$ cat src/rtl/periph_bus_bridge.sv
// Byte-command to peripheral-bus bridge: header byte selects read/write and address,
// writes carry 4 data bytes LSB-first, reads return 4 bytes LSB-first.
// Optional macro BUS_BRIDGE_ACK_EN: writes return a single 0xA5 acknowledge byte.
module periph_bus_bridge #(
    parameter int unsigned TIMEOUT_CYCLES = 1_000_000
) (
    input  logic        clk,
    input  logic        rst,
    input  logic [7:0]  rx_data,
    input  logic        rx_valid,
    output logic        rx_ready,
    output logic [7:0]  tx_data,
    output logic        tx_valid,
    input  logic        tx_ready,
    output logic [4:0]  A,
    output logic [31:0] WD,
    output logic        WE,
    input  logic [31:0] RD,
    output logic        busy
);

    localparam int unsigned TMO_W = 32;

    typedef enum logic [1:0] {IDLE, GET_DATA, ACCESS, SEND} state_t;

    state_t             state;
    logic               is_write;
    logic [1:0]         byte_cnt;
    logic [TMO_W-1:0]   tmo_cnt;
    logic [23:0]        wd_shift;
    logic [31:0]        resp;

    // Handshake and status flags depend on state alone
    assign rx_ready = (state == IDLE) || (state == GET_DATA);
    assign tx_valid = (state == SEND);
    assign busy     = (state != IDLE);

    always_ff @(posedge clk or posedge rst) begin
        if (rst) begin
            state    <= IDLE;
            is_write <= 1'b0;
            byte_cnt <= 2'd0;
            tmo_cnt  <= '0;
            wd_shift <= '0;
            resp     <= '0;
            A        <= '0;
            WD       <= '0;
            WE       <= 1'b0;
            tx_data  <= '0;
        end else begin
            case (state)
                IDLE: begin
                    if (rx_valid) begin
                        A        <= rx_data[4:0];
                        is_write <= rx_data[7];
                        byte_cnt <= 2'd0;
                        tmo_cnt  <= '0;
                        state    <= rx_data[7] ? GET_DATA : ACCESS;
                    end
                end
                GET_DATA: begin
                    if (rx_valid) begin
                        tmo_cnt  <= '0;
                        byte_cnt <= byte_cnt + 2'd1;
                        // WD is only updated as a whole word so it holds outside ACCESS
                        if (byte_cnt == 2'd3) begin
                            WD    <= {rx_data, wd_shift};
                            WE    <= 1'b1;
                            state <= ACCESS;
                        end else begin
                            wd_shift <= {rx_data, wd_shift[23:8]};
                        end
                    end else if (TIMEOUT_CYCLES != 0) begin
                        if (tmo_cnt >= TMO_W'(TIMEOUT_CYCLES - 1)) begin
                            tmo_cnt <= '0;
                            state   <= IDLE;
                        end else begin
                            tmo_cnt <= tmo_cnt + TMO_W'(1);
                        end
                    end
                end
                ACCESS: begin
                    WE       <= 1'b0;
                    byte_cnt <= 2'd0;
                    if (is_write) begin
`ifdef BUS_BRIDGE_ACK_EN
                        tx_data <= 8'hA5;
                        state   <= SEND;
`else
                        state   <= IDLE;
`endif
                    end else begin
                        resp    <= RD;
                        tx_data <= RD[7:0];
                        state   <= SEND;
                    end
                end
                SEND: begin
                    if (tx_ready) begin
                        if (is_write || byte_cnt == 2'd3) begin
                            state <= IDLE;
                        end else begin
                            byte_cnt <= byte_cnt + 2'd1;
                            resp     <= {8'h00, resp[31:8]};
                            tx_data  <= resp[15:8];
                        end
                    end
                end
                default: state <= IDLE;
            endcase
        end
    end

endmodule
$ cat config.mk
export PLATFORM = sky130hd
export DESIGN_NAME = periph_bus_bridge
export DESIGN_NICKNAME = d
export VERILOG_FILES = /design/src/rtl/periph_bus_bridge.sv
export SDC_FILE = /design/constraint.sdc
export NUM_CORES = 1
export LEC_CHECK = 0
export CAP_MARGIN = 20
export CORE_ASPECT_RATIO = 0.75
export CORE_MARGIN = 3
export CORE_UTILIZATION = 45
export CTS_CLUSTER_SIZE = 28
export DETAILED_ROUTE_END_ITERATION = 12
export GPL_TIMING_DRIVEN = 0
export PLACE_DENSITY = 0.67
export SETUP_SLACK_MARGIN = 0.2
export SLEW_MARGIN = 20
export SYNTH_ARGS = -nofsm -noshare
export SYNTH_HDL_FRONTEND = slang
export SYNTH_SLANG_ARGS = --single-unit
export TNS_END_PERCENT = 5
$ cat constraint.sdc
create_clock -name clk -period 7.3 [get_ports clk]
set_input_delay 1.825 -clock clk [delete_from_list [all_inputs] [get_ports clk]]
set_output_delay 1.825 -clock clk [all_outputs]
set_load 0.01 [all_outputs]
==> impl_metrics.tcl <==
set metrics [dict create \
    ys_seq_elements 131 \
    synth_area_um2 5810 \
    finalCritPeriodShare_pct 59.3 \
    outcome "completed" \
    fin_tns_setup_ns 0 \
    dp_cells 759 \
    worst_pin_slew_ns 0.731 \
    vdd_drop_max_mv 0.187 \
    synth_edf_count 0 \
    detail_route.wl_per_cell_um 15.9 \
    synthCells 500 \
    clk_path_buf_depth 2 \
    p_leak_uw 0.00348 \
    die_y_um 104 \
    synth.top_cells.by_area "dfrtp_1 (56%), mux2_2 (12%), mux2i_1 (4.3%)" \
    grt_use_total_pct 18.4 \
    finalSetupViolations 0 \
    grt_max_degree 110 \
    port_buffers 92 \
    yosysSeqAreaShare_pct 56.4 \
    worstPathArrival_ns 2.51 \
    cap_violations 0 \
    antenna_found_initial 1 \
    synth_common_cells "dfrtp_1 (131), nand2_1 (65), mux2_2 (62), nor2_1 (33), o21ai_0 (32)" \
    max_stage_delay_ns 0.53 \
    first_pass_iters 5 \
    htreeDepth 4 \
    grt_overflow 0 \
    fmax_mhz 231 \
    rows 35 \
    cts.clk_slew.worst_paths_ns 0.06 \
    cts-hold-fix-buffers 0 \
    grt_first_pass_wirelength_mm 20.8 \
    dr_total_vias 4081 \
    core_region_area_um2 12400 \
    ant_nets 0 \
    fin_cells 791 \
    routed_wl_mm 12.6 \
    post-route-min-period_ns 4.33 \
    slew_headroom_pct 50.8 \
    crit_start "state[0]" \
    nets 659 \
    drt_iter0_markers 195 \
    boundaryPins 93 \
    route.detailed.drc 0 \
    cp.required_ns 5.48 \
    via_per_inst 5.16 \
    syn_area_per_cell_um2 11.6 \
    synth_top_cell_area_share_pct 56.4 \
    worstSkewPairLatency_ns 0.41 \
    start_util_pct 46.7 \
    cp_common_cell "clkbuf_1" \
    ys.flop_type "dfrtp_1" \
    dpl-instance-area_um2 6970 \
    numCtsBuffers 17 \
    slowest_stage "clkdlybuf4s50_1" \
    clockRootBuffer "clkbuf_16" \
    cts_sinks 131 \
    start_kind "flop" \
    rsz0062_at_grt "no" \
    crit_type "reg -> out" \
    synth_top_area_cell "dfrtp_1" \
    cts_tree "built" \
    hp-class "reg -> reg" \
    async_reset_ff_share_pct 100 \
    path_cells "clkbuf_1 > nand2_1 > clkbuf_1 > inv_1 > clkdlybuf4s50_1" \
    worst_hold_slack_ns 0.463 \
    grt_pass1_vias 4101 \
    die_x_um 137 \
    diodes 0 \
    gp_congestion 0.828 \
    synth_warnings 0 \
    dp_hpwl_mm 8.91 \
    drive_above_1_share_pct 19.8 \
    min_from "resp[30]" \
    area_growth_pct 31.1 \
    yosys.cell_count.top_type "dfrtp_1" \
    cts_setup_buffers 0 \
    cellPowerDensity_nw_per_um2 397 \
    slew_viol_final 0 \
    fin_worst_skew_ns 0.00808 \
    crit_fanout 10 \
    ys_types 47 \
    hold_violations 0 \
    r2r_start "tmo_cnt[0]" \
    fin_area_um2 7620 \
    cts_resized 0 \
    syn_nets 546 \
    dieArea_um2 14300 \
    endpoint_kind "output port" \
]
layout by cell type, fill, tap and decap left out, types with 13 or more instances in the layout:
cell type	instances
dfrtp_1	131
clkdlybuf4s50_1	92
nand2_1	65
mux2_2	62
nor2_1	33
o21ai_0	32
mux2i_1	25
nand3_1	23
clkbuf_16	17
clkbuf_1	16
xnor2_1	13
where the power goes:
part / switching, uW / internal (uW)
logic: 456 / 538
clock network: 310 / 603
registers: 140 / 980
total: 906 / 2120
critical path: cells and delay by family, from the launching register on:
family                 cells  cell delay (ns)
AND/OR/NAND/NOR            1             0.31
buffers and inverters      4             1.32
flip-flops                 1             0.47
layer usage:
layer	share of wire, %	up-vias	GRT usage [%]
met5	0.087	-	0
met4	0.87	2	4.91
met3	4.6	13	5.13
met2	47	82	27.7
met1	48	2025	26.1
li1	-	1959	-
logic make-up (layout without fill, tap and decap cells):
kind of cell    after synthesis  in the layout  synth area share (%)
mux                          87             87                  16.3
flops                       131            131                  56.4
simple gates                169            169                  14.5
buf+inv                      41            166                  3.77
fa+ha+maj                     2              2                 0.431
xor+xnor                     19             19                  2.86
compound gates               51             51                  5.66
cell type report:
class	instances	area (um^2)
clock buffers	17	425
multi-input cells	328	2310
repair buffers	94	953
plain buffers	32	185
fillers	1003	4820
flip-flops and latches	131	3280
inverters	9	41.3
clock inverters	14	211
well taps	166	208
state kept, by name, summed over array words and instances (netlist names):
name	flops
WD	32
tmo_cnt	32
resp	25
wd_shift	24
tx_data	7
A	5
byte_cnt	2
state	2
WE	1
is_write	1
through the flow:
| step | total power [uW] | setup slack, ns | utilization, % |
|---|---|---|---|
| floorplan | 1720 | 1.98 | - |
| global placement | 2100 | 0.223 | 55.8 |
| detailed placement | 2140 | 3.11 | 56.1 |
| CTS | 3060 | 2.95 | 61.2 |
| global route | 3210 | 2.81 | 61.2 |
| finish | 3030 | 2.97 | 61.2 |
worst paths after layout:
check / slack [ns] / cells after the start / end
max: 2.97 / 5 / tx_valid
min: 0.46 / 2 / resp[30]
max reg2reg: 5.00 / 6 / tmo_cnt[26]
min reg2reg: 0.46 / 2 / resp[30]
max in group asynchronous: 4.78 / 3 / tmo_cnt[8]
min in group asynchronous: 1.77 / 2 / WD[7]
No activity file was read; power rests on OpenSTA's default activity.
